===== src/rtl/uart_rx_qi8_if.sv =====
// Received-byte channel of the UART receiver: one-entry valid/ready
// handshake plus the frame-error and overrun status pulses.
interface uart_rx_qi8_if;
  logic [7:0] out_data;
  logic       out_valid;
  logic       out_ready;
  logic       frame_err;
  logic       overrun;

  modport master (
    output out_data,
    output out_valid,
    input  out_ready,
    output frame_err,
    output overrun
  );

  modport slave (
    input  out_data,
    input  out_valid,
    output out_ready,
    input  frame_err,
    input  overrun
  );
endinterface


===== src/rtl/uart_rx_qi8.sv =====
// 8N1 UART receiver: 2-FF input synchroniser, mid-bit sampling FSM and a
// one-entry output register with valid/ready handshake and overrun flag.
module uart_rx_qi8 #(
  parameter int CLK_FREQ = 100_000_000,
  parameter int BAUD     = 115_200
) (
  input  logic          clk,
  input  logic          rst,
  input  logic          rx,
  uart_rx_qi8_if.master bus
);

  localparam int CPB = CLK_FREQ / BAUD;
  localparam int CW  = $clog2(CPB);
  localparam logic [CW-1:0] HALF_LAST = CW'(CPB / 2 - 1);
  localparam logic [CW-1:0] BIT_LAST  = CW'(CPB - 1);

  generate
    if (CPB < 4) begin : g_cpb_check
      $error("uart_rx_qi8: clocks per bit must be at least 4");
    end
  endgenerate

  typedef enum logic [2:0] {
    IDLE,
    START,
    DATA,
    STOP,
    BREAK
  } state_t;

  state_t        state_reg, state_next;
  logic [CW-1:0] cnt_reg, cnt_next;
  logic [2:0]    idx_reg, idx_next;
  logic [7:0]    shift_reg, shift_next;
  logic          commit_reg, commit_next;
  logic          ferr_reg, ferr_next;

  logic [1:0]    sync_reg;
  logic          rxs;

  logic [7:0]    data_reg;
  logic          valid_reg;
  logic          overrun_reg;

  // Synchroniser resets to the idle-line level so reset never looks like a start bit.
  always_ff @(posedge clk) begin
    if (rst) begin
      sync_reg <= 2'b11;
    end else begin
      sync_reg <= {sync_reg[0], rx};
    end
  end

  assign rxs = sync_reg[1];

  always_ff @(posedge clk) begin
    if (rst) begin
      state_reg  <= IDLE;
      cnt_reg    <= '0;
      idx_reg    <= '0;
      shift_reg  <= '0;
      commit_reg <= 1'b0;
      ferr_reg   <= 1'b0;
    end else begin
      state_reg  <= state_next;
      cnt_reg    <= cnt_next;
      idx_reg    <= idx_next;
      shift_reg  <= shift_next;
      commit_reg <= commit_next;
      ferr_reg   <= ferr_next;
    end
  end

  always_comb begin
    state_next  = state_reg;
    cnt_next    = cnt_reg;
    idx_next    = idx_reg;
    shift_next  = shift_reg;
    commit_next = 1'b0;
    ferr_next   = 1'b0;

    case (state_reg)
      IDLE: begin
        cnt_next = '0;
        idx_next = '0;
        if (!rxs) begin
          state_next = START;
        end
      end

      START: begin
        if (cnt_reg == HALF_LAST) begin
          cnt_next   = '0;
          state_next = rxs ? IDLE : DATA;
        end else begin
          cnt_next = cnt_reg + CW'(1);
        end
      end

      DATA: begin
        if (cnt_reg == BIT_LAST) begin
          cnt_next   = '0;
          shift_next = {rxs, shift_reg[7:1]};
          if (idx_reg == 3'd7) begin
            state_next = STOP;
          end else begin
            idx_next = idx_reg + 3'd1;
          end
        end else begin
          cnt_next = cnt_reg + CW'(1);
        end
      end

      // Leaving at the stop-bit midpoint lets an immediately following start edge be seen.
      STOP: begin
        if (cnt_reg == BIT_LAST) begin
          cnt_next = '0;
          if (rxs) begin
            commit_next = 1'b1;
            state_next  = IDLE;
          end else begin
            ferr_next  = 1'b1;
            state_next = BREAK;
          end
        end else begin
          cnt_next = cnt_reg + CW'(1);
        end
      end

      BREAK: begin
        if (rxs) begin
          state_next = IDLE;
        end
      end

      default: begin
        state_next = IDLE;
      end
    endcase
  end

  // A commit always wins over a consume, so a same-cycle handshake keeps valid high.
  always_ff @(posedge clk) begin
    if (rst) begin
      data_reg    <= '0;
      valid_reg   <= 1'b0;
      overrun_reg <= 1'b0;
    end else begin
      overrun_reg <= 1'b0;
      if (commit_reg) begin
        data_reg    <= shift_reg;
        valid_reg   <= 1'b1;
        overrun_reg <= valid_reg && !bus.out_ready;
      end else if (valid_reg && bus.out_ready) begin
        valid_reg <= 1'b0;
      end
    end
  end

  assign bus.out_data  = data_reg;
  assign bus.out_valid = valid_reg;
  assign bus.overrun   = overrun_reg;
  assign bus.frame_err = ferr_reg;

endmodule


===== src/flat_wrapper.sv =====
// flat-port wrapper written by rule: the top's interface ports become plain ports
module uart_rx_qi8_flat 
#(
  parameter int CLK_FREQ = 100_000_000,
  parameter int BAUD     = 115_200
)
  (clk, rst, rx, bus_out_data, bus_out_valid, bus_out_ready, bus_frame_err, bus_overrun);
  uart_rx_qi8_if bus_i ();
  input  logic clk;
  input  logic rst;
  input  logic rx;
  output wire logic [$bits(bus_i.out_data)-1:0] bus_out_data;
  output wire logic [$bits(bus_i.out_valid)-1:0] bus_out_valid;
  input wire logic [$bits(bus_i.out_ready)-1:0] bus_out_ready;
  output wire logic [$bits(bus_i.frame_err)-1:0] bus_frame_err;
  output wire logic [$bits(bus_i.overrun)-1:0] bus_overrun;
  assign bus_out_data = bus_i.out_data;
  assign bus_out_valid = bus_i.out_valid;
  assign bus_i.out_ready = bus_out_ready;
  assign bus_frame_err = bus_i.frame_err;
  assign bus_overrun = bus_i.overrun;
  uart_rx_qi8 #(.CLK_FREQ(CLK_FREQ), .BAUD(BAUD)) u_core (.clk(clk), .rst(rst), .rx(rx), .bus(bus_i));
endmodule

===== config.mk =====
export PLATFORM = sky130hd
export DESIGN_NAME = uart_rx_qi8_flat
export DESIGN_NICKNAME = d
export VERILOG_FILES = /design/src/rtl/uart_rx_qi8_if.sv /design/src/rtl/uart_rx_qi8.sv /design/src/flat_wrapper.sv
export SDC_FILE = /design/constraint.sdc
export NUM_CORES = 1
export LEC_CHECK = 0
export ABC_AREA = 1
export CORE_MARGIN = 5
export CORE_UTILIZATION = 43
export CTS_CLUSTER_SIZE = 8
export DETAILED_ROUTE_END_ITERATION = 6
export GPL_ROUTABILITY_DRIVEN = 0
export GPL_TIMING_DRIVEN = 1
export SYNTH_ARGS = -nofsm -noshare
export SYNTH_HDL_FRONTEND = slang
export SYNTH_SLANG_ARGS = --single-unit

===== constraint.sdc =====
create_clock -name clk -period 1.8 [get_ports clk]
set_input_delay 0.54 -clock clk [delete_from_list [all_inputs] [get_ports clk]]
set_output_delay 0.54 -clock clk [all_outputs]
set_load 0.1 [all_outputs]

# Word-level counts from Yosys, hierarchy flattened
# Cells that the tools add are included.
# totals
register_bits	38
input_bits	4
output_inout_bits	11
word_cells	61
# classes
add_sub_neg	2
eq_ne	14
muxes	19
n_bitwise	3
reduce_logical	13
# op_table
op	count
case mux 10 bit (3 select lines)	1
2-to-1 mux 3 bit	9
2-to-1 mux 10 bit	2
case mux 3 bit (5 select lines)	1
adder 10 x 1 -> 10 bit (second input constant)	1
== test 10 bit (second input constant)	1
== test 10 x 9 -> 1 bit (second input constant)	1
inequality test 2 x 1 -> 1 bit (second input constant)	5
== test 3 x 2 -> 1 bit (second input constant)	2
== test 3 bit (second input constant)	2
case mux 3 bit (2 select lines)	1
AND reduction 6 bit	1
2-to-1 mux 1 bit	4
inequality test 2 bit (second input constant)	2
nonzero test 2 bit	2
OR reduction 2 bit	2
adder 3 x 1 -> 3 bit (second input constant)	1
== test 3 x 1 -> 1 bit (second input constant)	1
zero test 3 bit	1
inverter 1 bit	3
AND reduction 3 bit	1
nonzero test 3 bit	1
OR reduction 3 bit	1
logical AND 1 bit	2
other kinds (3)	3

# Depth between registers and ports, before layout
# Gate-level depths: netlist of the first run.
# depth
ltp_word	4
ltp_mapped	11
mapped_depth_nobuf	11

# Worst setup path after synthesis of the first run
# No wires, ideal clock.
# synth_timing
path_type	flip-flop to output port
start	register u_core.valid_reg (netlist: u_core.bus.out_valid)
end	output bus_out_valid
t_arrival_ps	925
t_required_ps	1260
setup_slack_ps	335
stages_incl_launch_ff	1
path_buffers	0
cell_sequence	dfxtp_1
# synth_rtl
element	line	text
start: declaration	uart_rx_qi8.sv:43	logic valid_reg;
start signal: assignment	uart_rx_qi8.sv:147	valid_reg <= 1'b0;
start signal: assignment	uart_rx_qi8.sv:153	valid_reg <= 1'b1;
start signal: assignment	uart_rx_qi8.sv:156	valid_reg <= 1'b0;
end: declaration	flat_wrapper.sv:13	output wire logic [$bits(bus_i.out_valid)-1:0] bus_out_valid;
# No word-level cell between the ends.

# Worst setup path after layout of the first run
# layout_timing
start	register u_core.cnt_reg[0]
end	register u_core.shift_reg[5]
# layout_via
elab_chain_cells	2
# layout_rtl
element	line	text
start: declaration	uart_rx_qi8.sv:33	logic [CW-1:0] cnt_reg, cnt_next;
start signal: assignment	uart_rx_qi8.sv:67	cnt_reg <= cnt_next;
== test 10 bit	uart_rx_qi8.sv:102	if (cnt_reg == BIT_LAST) begin
AND reduction 2 bit (no line)	--	
end signal: assignment	uart_rx_qi8.sv:69	shift_reg <= shift_next;
end: declaration	uart_rx_qi8.sv:35	logic [7:0] shift_reg, shift_next;
# Every way passes these cells.
# A chain may end at the register's enable or synchronous reset.

==> flow_summary.html, run 1 <==
<table>
<tr><th>Metric</th><th>Value</th></tr>
<tr><th colspan="2">Worst hold path</th></tr>
<tr><td>Startpoint of the worst hold path</td><td>u_core.sync_reg[0]</td></tr>
<tr><td>Path category of the worst min-delay check</td><td>register to register</td></tr>
<tr><td>Hold path cells</td><td>1</td></tr>
<tr><th colspan="2">Timing</th></tr>
<tr><td>Number of max-slew violations in the final report</td><td>0</td></tr>
<tr><td>Maximum clock frequency</td><td>around 600 MHz</td></tr>
<tr><td>Fin Setup TNS</td><td>0 ns</td></tr>
<tr><td>Fin crit period</td><td>~1.7 ns</td></tr>
<tr><td>Least-Margin Pin Slew</td><td>approximately 0.46 ns</td></tr>
<tr><td>Count of final setup violators</td><td>0</td></tr>
<tr><td>Post-Route Skew</td><td>between 0.008 and 0.009 ns</td></tr>
<tr><td>Worst hold-check slack</td><td>around 0.41 ns</td></tr>
<tr><td>Ratio of final minimum period to clock period</td><td>between 90% and 100%</td></tr>
<tr><td>Slew margin rel.</td><td>a little under 70%</td></tr>
<tr><td>Number of hold violations in the final report</td><td>0</td></tr>
<tr><th colspan="2">Global route</th></tr>
<tr><td>Vias in the first global route</td><td>~1,400</td></tr>
<tr><td>Wire length of the first global-routing pass</td><td>between 6 and 7 mm</td></tr>
<tr><td>Largest net degree at the start of global routing</td><td>17</td></tr>
<tr><td>Total gr overflow</td><td>0</td></tr>
<tr><td>Global Route Usage Sum</td><td>roughly 15%</td></tr>
<tr><td>Number of antenna violations at the first check in global routing</td><td>0</td></tr>
<tr><th colspan="2">CTS</th></tr>
<tr><td>Post-CTS Setup Inserts</td><td>0</td></tr>
<tr><td>CTS Sinks</td><td>38</td></tr>
<tr><td>Clock insertion delay at the later pin of the skew report</td><td>around 0.3 ns</td></tr>
<tr><td>Max Root-Sink Buffers</td><td>2</td></tr>
<tr><td>Inserted Clock Buffers</td><td>5</td></tr>
<tr><td>TritonCTS clock tree</td><td>built</td></tr>
<tr><td>Clk Tree Root Cell</td><td>clkbuf_8</td></tr>
<tr><td>H-tree depth</td><td>2</td></tr>
<tr><td>Clk slew on worst S/H paths</td><td>roughly 0.08 ns</td></tr>
<tr><th colspan="2">Synth</th></tr>
<tr><td>Number of synthesis warnings</td><td>0</td></tr>
<tr><td>Share of the yosys chip area belonging to registers</td><td>a little over two fifths</td></tr>
<tr><td>Cells after Synth</td><td>~240</td></tr>
<tr><td>Area leader, netlist</td><td>dfxtp_1</td></tr>
<tr><td>Number of distinct library cell variants in the gate-level netlist after synthesis</td><td>27</td></tr>
<tr><td>Portion of synthesized cell area occupied by the leading cell type</td><td>a little over two fifths</td></tr>
<tr><td>Cell area after technology mapping</td><td>between 0.0015 and 0.002 mm2</td></tr>
<tr><td>Avg Inst Size Synth</td><td>7.33 um2</td></tr>
<tr><td>Largest cells by area after synthesis</td><td>dfxtp_1 (43%), nand2_1 (9.9%), a21oi_1 (6.9%)</td></tr>
<tr><td>Net count after synthesis</td><td>between 200 and 250</td></tr>
<tr><td>Flop and latch count out of synthesis</td><td>38</td></tr>
<tr><th colspan="2">Die</th></tr>
<tr><td>I/O Pins</td><td>15</td></tr>
<tr><td>Initial Util</td><td>between 40% and 50%</td></tr>
<tr><td>Core Area</td><td>between 0.003 and 0.004 mm2</td></tr>
<tr><td>Die Y-Extent</td><td>approximately 74 um</td></tr>
<tr><td>Row cnt</td><td>23</td></tr>
<tr><td>Die Footprint</td><td>around 0.0055 mm2</td></tr>
<tr><td>Chip Width</td><td>between 70 and 80 um</td></tr>
<tr><th colspan="2">Worst setup path</th></tr>
<tr><td>First element of the critical path</td><td>u_core.cnt_reg[0]</td></tr>
<tr><td>Startpoint types</td><td>register</td></tr>
<tr><td>Maximum fanout along the worst path</td><td>15</td></tr>
<tr><td>Worst flop-to-flop path startpoint</td><td>u_core.cnt_reg[0]</td></tr>
<tr><td>Worst Reg2Reg Path Length in Cells</td><td>7</td></tr>
<tr><td>Critical path type</td><td>register to register</td></tr>
<tr><td>Data arrival time at the worst-slack endpoint</td><td>between 1.5 and 2 ns</td></tr>
<tr><td>Setup crit end kind</td><td>register</td></tr>
<tr><td>Data required, critical path</td><td>roughly 2 ns</td></tr>
<tr><th colspan="2">Layout</th></tr>
<tr><td>Fill cells</td><td>371</td></tr>
<tr><td>Antenna diode instance count</td><td>0</td></tr>
<tr><td>Synthesis-to-finish area growth</td><td>26.6%</td></tr>
<tr><td>Flip-flop count of the largest register after layout</td><td>10</td></tr>
<tr><td>Final core area utilization</td><td>a little under three fifths</td></tr>
<tr><td>Final non-filler cell area</td><td>between 0.002 and 0.0025 mm2</td></tr>
<tr><td>Post-layout net count</td><td>roughly 270</td></tr>
<tr><td>Fraction of layout instances using a drive strength above 1</td><td>between 10% and 20%</td></tr>
<tr><th colspan="2">Drt</th></tr>
<tr><td>Drt first-iter violations</td><td>about 110</td></tr>
<tr><td>Number of nets still failing antenna checks after routing</td><td>0</td></tr>
<tr><td>Drt first pass iters</td><td>4</td></tr>
<tr><td>Routed length per instance</td><td>~11 um</td></tr>
<tr><td>Overall routed net length</td><td>approximately 3.5 mm</td></tr>
<tr><td>DRC Markers</td><td>0</td></tr>
<tr><td>Vias post-DR</td><td>around 1,500</td></tr>
<tr><td>Vias per cell</td><td>4.82</td></tr>
<tr><th colspan="2">Placed design</th></tr>
<tr><td>Cell area after placement</td><td>0.00207 mm2</td></tr>
<tr><td>Detailed placement HPWL</td><td>about 2.5 mm</td></tr>
<tr><td>Count of input and output buffers</td><td>14</td></tr>
<tr><th colspan="2">Run</th></tr>
<tr><td>Max-capacitance violation count</td><td>0</td></tr>
<tr><th colspan="2">Power and ir drop</th></tr>
<tr><td>Peak supply drop</td><td>around 0.0007 V</td></tr>
<tr><td>Pwr Density</td><td>between 900 and 1000 mW/mm2</td></tr>
<tr><td>Static leakage</td><td>0.896 nW</td></tr>
<tr><th colspan="2">Outcome</th></tr>
<tr><td>Status</td><td>complete, no violations</td></tr>
</table>
-- critical path, stage by stage, from the launching register on --
cell     delay (ns)
dfxtp_1        0.41
ha_2           0.24
nand2_1        0.09
nor2_2         0.16
nand3_4        0.13
nor2_4         0.31
o21ai_0        0.14
a21oi_1        0.12
-- cells by family after synthesis --
family,count (synthesis),synth area share [%]
AO/OA/AOI/OAI,49,15.0
XOR/XNOR,2,0.999
adder cells (fa/ha/maj),4,2.86
buffers and inverters,39,9.49
flip-flops,38,43.4
AND/OR/NAND/NOR,107,28.3
-- cell type report --
class                           count  area [um2]  share of cell area, %
Sequential cell                    38         761                   34.3
Timing Repair Buffer               20         308                   13.9
Multi-Input combinational cell    162         833                   37.6
Clock inverter                      3        68.8                   3.10
Inverter                           31         116                   5.25
Clock buffer                        5        68.8                   3.10
Tap cell                           50        62.6                   2.82
-- Yosys cell counts --
cell	number
a21oi_1	24
inv_2	1
buf_4	1
or2_2	2
ha_1	4
nand2_2	2
nand3_1	14
nand4_1	4
buf_2	1
nand3_4	1
nor2_4	1
a21o_1	1
nor3_1	7
nor2_2	3
dfxtp_1	38
o21ai_0	18
o21ai_1	2
o21ai_2	2
xor2_1	2
inv_1	30
nor3_2	1
a21oi_2	2
buf_6	2
nand2_1	46
nor3_4	1
nor2_1	25
clkbuf_1	4
-- placed cells by master (no fill, tap or decap), drive strengths merged --
cell	Yosys	layout
nand2	48	48
dfxtp	38	38
inv	31	31
nor2	29	29
a21oi	26	26
o21ai	22	22
buf	4	17
nand3	15	15
nor3	9	9
clkbuf	4	5
nand4	4	4
ha	4	4
clkdlybuf4s50	0	3
or2	2	2
xor2	2	2
bufinv	0	2
a21o	1	1
clkinv	0	1
-- timing repair --
action                                  in CTS  in global routing
gates resized for setup                      0                  2
hold buffers                                 0                  0
endpoints found under the setup margin       0                  7
-- metal layers --
metal / track usage [%] / share of wire, %
met4: 4.23 / 1.2
met3: 5.06 / 3.8
met1: 18.5 / 50
met2: 23.2 / 45
met5: 0 / 0
-- stage by stage --
| step | power [mW] | std cells | setup slack [ns] |
|---|---|---|---|
| after global routing | 2.33 | 309 | -0.00205 |
| after global placement | 1.33 | 301 | 0.146 |
| after floorplan | 1.24 | 239 | 0.335 |
| after CTS | 2.22 | 309 | 0.108 |
| after detailed placement | 1.33 | 301 | 0.0955 |
| final | 2.20 | 309 | 0.124 |
-- report_power, final --
| part | switching, mW | internal, mW |
|---|---|---|
| combinational | 0.265 | 0.136 |
| sequential | 0.0442 | 0.878 |
| clock | 0.327 | 0.555 |
-- final timing paths --
check | endpoint | slack, ns
setup / recovery | u_core.shift_reg[5] | 0.12
hold / removal | u_core.sync_reg[1] | 0.41
setup reg to reg | u_core.shift_reg[5] | 0.12
hold reg to reg | u_core.sync_reg[1] | 0.41
No activity file was read; power rests on OpenSTA's default activity.
==> run 2, diff against run 1 <==
- ABC_CLOCK_PERIOD_IN_PS: default -> 1800
- GPL_TIMING_DRIVEN: 1 -> 0
==> run 2 against run 1 <==
Via count increased by 2.7%; non-clock buffer count increased by 2; power decreased by 13%; sequential power increased by 0.7%; clock-buffer cell count increased by 1; clock skew decreased by 0.0044 ns; global-route usage increased by 0.82 points; fmax decreased by 4.0%; wire length increased by 3.7%; critical path depth decreased by 6; flip-flop and latch count unchanged; design area decreased by 6.5%.
==> flow_summary.html, run 2 (synthesis results as in run 1) <==
<table>
<tr><th>Metric</th><th>Value</th></tr>
<tr><th colspan="2">Outcome</th></tr>
<tr><td>Status</td><td>complete, no violations</td></tr>
<tr><th colspan="2">CTS</th></tr>
<tr><td>Max Root-Sink Buffers</td><td>2</td></tr>
<tr><td>Post-CTS Setup Inserts</td><td>0</td></tr>
<tr><td>Inserted Clock Buffers</td><td>5</td></tr>
<tr><td>CTS Sinks</td><td>38</td></tr>
<tr><td>Number of instances resized during post-cts repair</td><td>33</td></tr>
<tr><td>H-tree depth</td><td>2</td></tr>
<tr><td>Clk slew on worst S/H paths</td><td>roughly 0.08 ns</td></tr>
<tr><td>Number of hold-repair buffers added at the cts stage</td><td>0</td></tr>
<tr><td>Clock insertion delay at the later pin of the skew report</td><td>around 0.29 ns</td></tr>
<tr><td>TritonCTS clock tree</td><td>built</td></tr>
<tr><td>Clk Tree Root Cell</td><td>clkbuf_8</td></tr>
<tr><th colspan="2">Worst setup path</th></tr>
<tr><td>Setup crit end kind</td><td>primary output</td></tr>
<tr><td>Last element of the critical path</td><td>bus_out_data[0]</td></tr>
<tr><td>R2R Path End</td><td>u_core.cnt_reg[4]</td></tr>
<tr><td>Worst Reg2Reg Path Length in Cells</td><td>10</td></tr>
<tr><td>Critical-path top delay cell</td><td>clkdlybuf4s15_2</td></tr>
<tr><td>Kind of cell adding the most delay to the critical path</td><td>buffers and inverters</td></tr>
<tr><td>First element of the critical path</td><td>u_core.bus.out_data[0]</td></tr>
<tr><td>Data required, critical path</td><td>roughly 1.3 ns</td></tr>
<tr><td>Critical path type</td><td>register to primary output</td></tr>
<tr><td>Data arrival time at the worst-slack endpoint</td><td>1.21 ns</td></tr>
<tr><td>Cell breakdown of the critical path</td><td>clkdlybuf4s15_2</td></tr>
<tr><td>Worst flop-to-flop path startpoint</td><td>u_core.cnt_reg[1]</td></tr>
<tr><td>Startpoint types</td><td>register</td></tr>
<tr><td>Longest individual stage delay on the worst path</td><td>between 0.5 and 0.6 ns</td></tr>
<tr><td>Maximum fanout along the worst path</td><td>2</td></tr>
<tr><td>Number of buffers and inverters on the critical path</td><td>1</td></tr>
<tr><td>Cell count along the critical path</td><td>1</td></tr>
<tr><td>Worst setup slack for register-to-register paths</td><td>0.24 ns</td></tr>
<tr><th colspan="2">Die</th></tr>
<tr><td>I/O Pins</td><td>15</td></tr>
<tr><td>Chip Width</td><td>about 74 um</td></tr>
<tr><td>Core Area</td><td>between 0.003 and 0.004 mm2</td></tr>
<tr><td>Die Footprint</td><td>~0.0055 mm2</td></tr>
<tr><td>Initial Util</td><td>44.1%</td></tr>
<tr><td>Die Y-Extent</td><td>around 74 um</td></tr>
<tr><td>Row cnt</td><td>23</td></tr>
<tr><th colspan="2">Layout</th></tr>
<tr><td>Flip-flop count of the largest register after layout</td><td>10</td></tr>
<tr><td>Most common library cell in the layout ignoring fill and taps</td><td>nand2_1</td></tr>
<tr><td>Fill cells</td><td>between 300 and 400</td></tr>
<tr><td>Sequential cell area</td><td>762 um2</td></tr>
<tr><td>Antenna diode instance count</td><td>0</td></tr>
<tr><td>Highest-count cells in the layout ignoring fill and taps</td><td>nand2_1 (46), dfxtp_1 (37), inv_1 (30)</td></tr>
<tr><td>Non-Filler Instances</td><td>just over 300</td></tr>
<tr><td>Post-layout net count</td><td>~270</td></tr>
<tr><td>Fraction of layout instances using a drive strength above 1</td><td>15.7%</td></tr>
<tr><td>Synthesis-to-finish area growth</td><td>18.3%</td></tr>
<tr><td>Area occupied by multi-input gates</td><td>between 800 and 900 um2</td></tr>
<tr><td>Final core area utilization</td><td>52.2%</td></tr>
<tr><th colspan="2">Global route</th></tr>
<tr><td>Wire length of the first global-routing pass</td><td>between 6 and 7 mm</td></tr>
<tr><td>Global Route Usage Sum</td><td>15.4%</td></tr>
<tr><td>Number of antenna violations at the first check in global routing</td><td>0</td></tr>
<tr><td>Total gr overflow</td><td>0</td></tr>
<tr><td>Largest net degree at the start of global routing</td><td>13</td></tr>
<tr><td>Vias in the first global route</td><td>between 1,000 and 1,500</td></tr>
<tr><th colspan="2">Power and ir drop</th></tr>
<tr><td>Switching power as a share of total power</td><td>a little under a third</td></tr>
<tr><td>Pwr Density</td><td>about 930 mW/mm2</td></tr>
<tr><td>Peak supply drop</td><td>0.000540 V</td></tr>
<tr><td>Switch Pwr</td><td>between 0.6 and 0.7 mW</td></tr>
<tr><td>Static leakage</td><td>0.819 nW</td></tr>
<tr><td>Internal power summed over all cells</td><td>between 1 and 1.5 mW</td></tr>
<tr><td>Part of the power in registers</td><td>48.2%</td></tr>
<tr><td>Combinational fraction of design power</td><td>about 20%</td></tr>
<tr><td>Clk pwr share</td><td>about a third</td></tr>
<tr><th colspan="2">Placed design</th></tr>
<tr><td>Count of input and output buffers</td><td>14</td></tr>
<tr><td>Detailed placement HPWL</td><td>around 2.6 mm</td></tr>
<tr><td>Placed instance count</td><td>303</td></tr>
<tr><th colspan="2">Timing</th></tr>
<tr><td>Maximum clock frequency</td><td>573 MHz</td></tr>
<tr><td>Number of max-slew violations in the final report</td><td>0</td></tr>
<tr><td>Fin crit period</td><td>approximately 1.7 ns</td></tr>
<tr><td>Count of final setup violators</td><td>0</td></tr>
<tr><td>Ratio of final minimum period to clock period</td><td>97.0%</td></tr>
<tr><td>Post-Route Skew</td><td>0.00389 ns</td></tr>
<tr><td>Number of hold violations in the final report</td><td>0</td></tr>
<tr><td>Slew margin rel.</td><td>between 60% and 70%</td></tr>
<tr><td>Least-Margin Pin Slew</td><td>slightly below 0.6 ns</td></tr>
<tr><td>Unrepaired setup endpoints after global routing</td><td>no</td></tr>
<tr><th colspan="2">Worst hold path</th></tr>
<tr><td>Path category of the worst min-delay check</td><td>register to register</td></tr>
<tr><th colspan="2">Drt</th></tr>
<tr><td>Number of nets still failing antenna checks after routing</td><td>0</td></tr>
<tr><td>Vias per cell</td><td>between 4 and 5</td></tr>
<tr><td>Drt first-iter violations</td><td>52</td></tr>
<tr><td>Routed length per instance</td><td>11.5 um</td></tr>
<tr><td>Overall routed net length</td><td>around 3.6 mm</td></tr>
<tr><td>DRC Markers</td><td>0</td></tr>
<tr><td>Vias post-DR</td><td>1,529</td></tr>
<tr><td>Drt first pass iters</td><td>4</td></tr>
<tr><th colspan="2">Run</th></tr>
<tr><td>Max-capacitance violation count</td><td>0</td></tr>
</table>
[run 2: changes by cell type in the layout (fill, tap and decap cells not counted), moves of 2 or more]
cell / change
clkbuf_1: +4
buf_4: -4
buf_12: -12
bufinv_16: -2
buf_6: +2
clkdlybuf4s15_2: +11
[run 2: routing by layer]
metal	part of all wire (%)	global-route usage [%]	routed length [um]
met5	0	0	0
met1	48	18.9	1730
met4	1.6	6.04	59
met3	3.5	4.79	126
met2	47	24.9	1680
[run 2: cell type report]
cell class                      instances  area share [%]
Buffer                                  8            2.41
Clock buffer                            6            3.98
Timing Repair Buffer                   14            7.42
Sequential cell                        38            36.8
Inverter                               31            5.61
Tap cell                               50            3.02
Multi-Input combinational cell        162            40.2
Clock inverter                          2           0.603
[run 2: how the worst min path moves through the flow]
stage | cells past startpoint | from | slack, ns | endpoint
floorplan | 1 | u_core.sync_reg[0] | 0.39 | u_core.sync_reg[1]
CTS | 1 | u_core.sync_reg[0] | 0.41 | u_core.sync_reg[1]
global route | 1 | u_core.sync_reg[0] | 0.44 | u_core.sync_reg[1]
global placement | 1 | u_core.sync_reg[0] | 0.39 | u_core.sync_reg[1]
detailed placement | 1 | u_core.sync_reg[0] | 0.40 | u_core.sync_reg[1]
finish | 1 | u_core.sync_reg[0] | 0.41 | u_core.sync_reg[1]
[run 2: power groups by stage]
| stage | Combinational, mW | Sequential (mW) | Clock [mW] |
|---|---|---|---|
| floorplan | 0.304 | 0.935 | 0 |
| global placement | 0.385 | 0.944 | 0 |
| detailed placement | 0.380 | 0.945 | 0 |
| CTS | 0.382 | 0.924 | 0.642 |
| global route | 0.461 | 0.932 | 0.683 |
| finish | 0.388 | 0.928 | 0.610 |
[run 2: metrics by stage]
step	setup TNS [ns]	hold slack [ns]	worst slack (ns)	power (mW)	instance area, um2
after floorplan	0	0.389	0.335	1.24	1750
after global placement	-3.46	0.392	-0.197	1.33	1960
after detailed placement	-3.22	0.396	-0.199	1.32	1960
after CTS	0	0.415	0.0481	1.95	2060
after global routing	0	0.441	0.000183	2.08	2070
final	0	0.411	0.0547	1.93	2070
==> run 3, diff against run 2 <==
- CTS_BUF_LIST: default -> sky130_fd_sc_hd__clkbuf_8
==> results of run 3 <==
The final DEF is identical to that of run 2; final timing and power are the same.
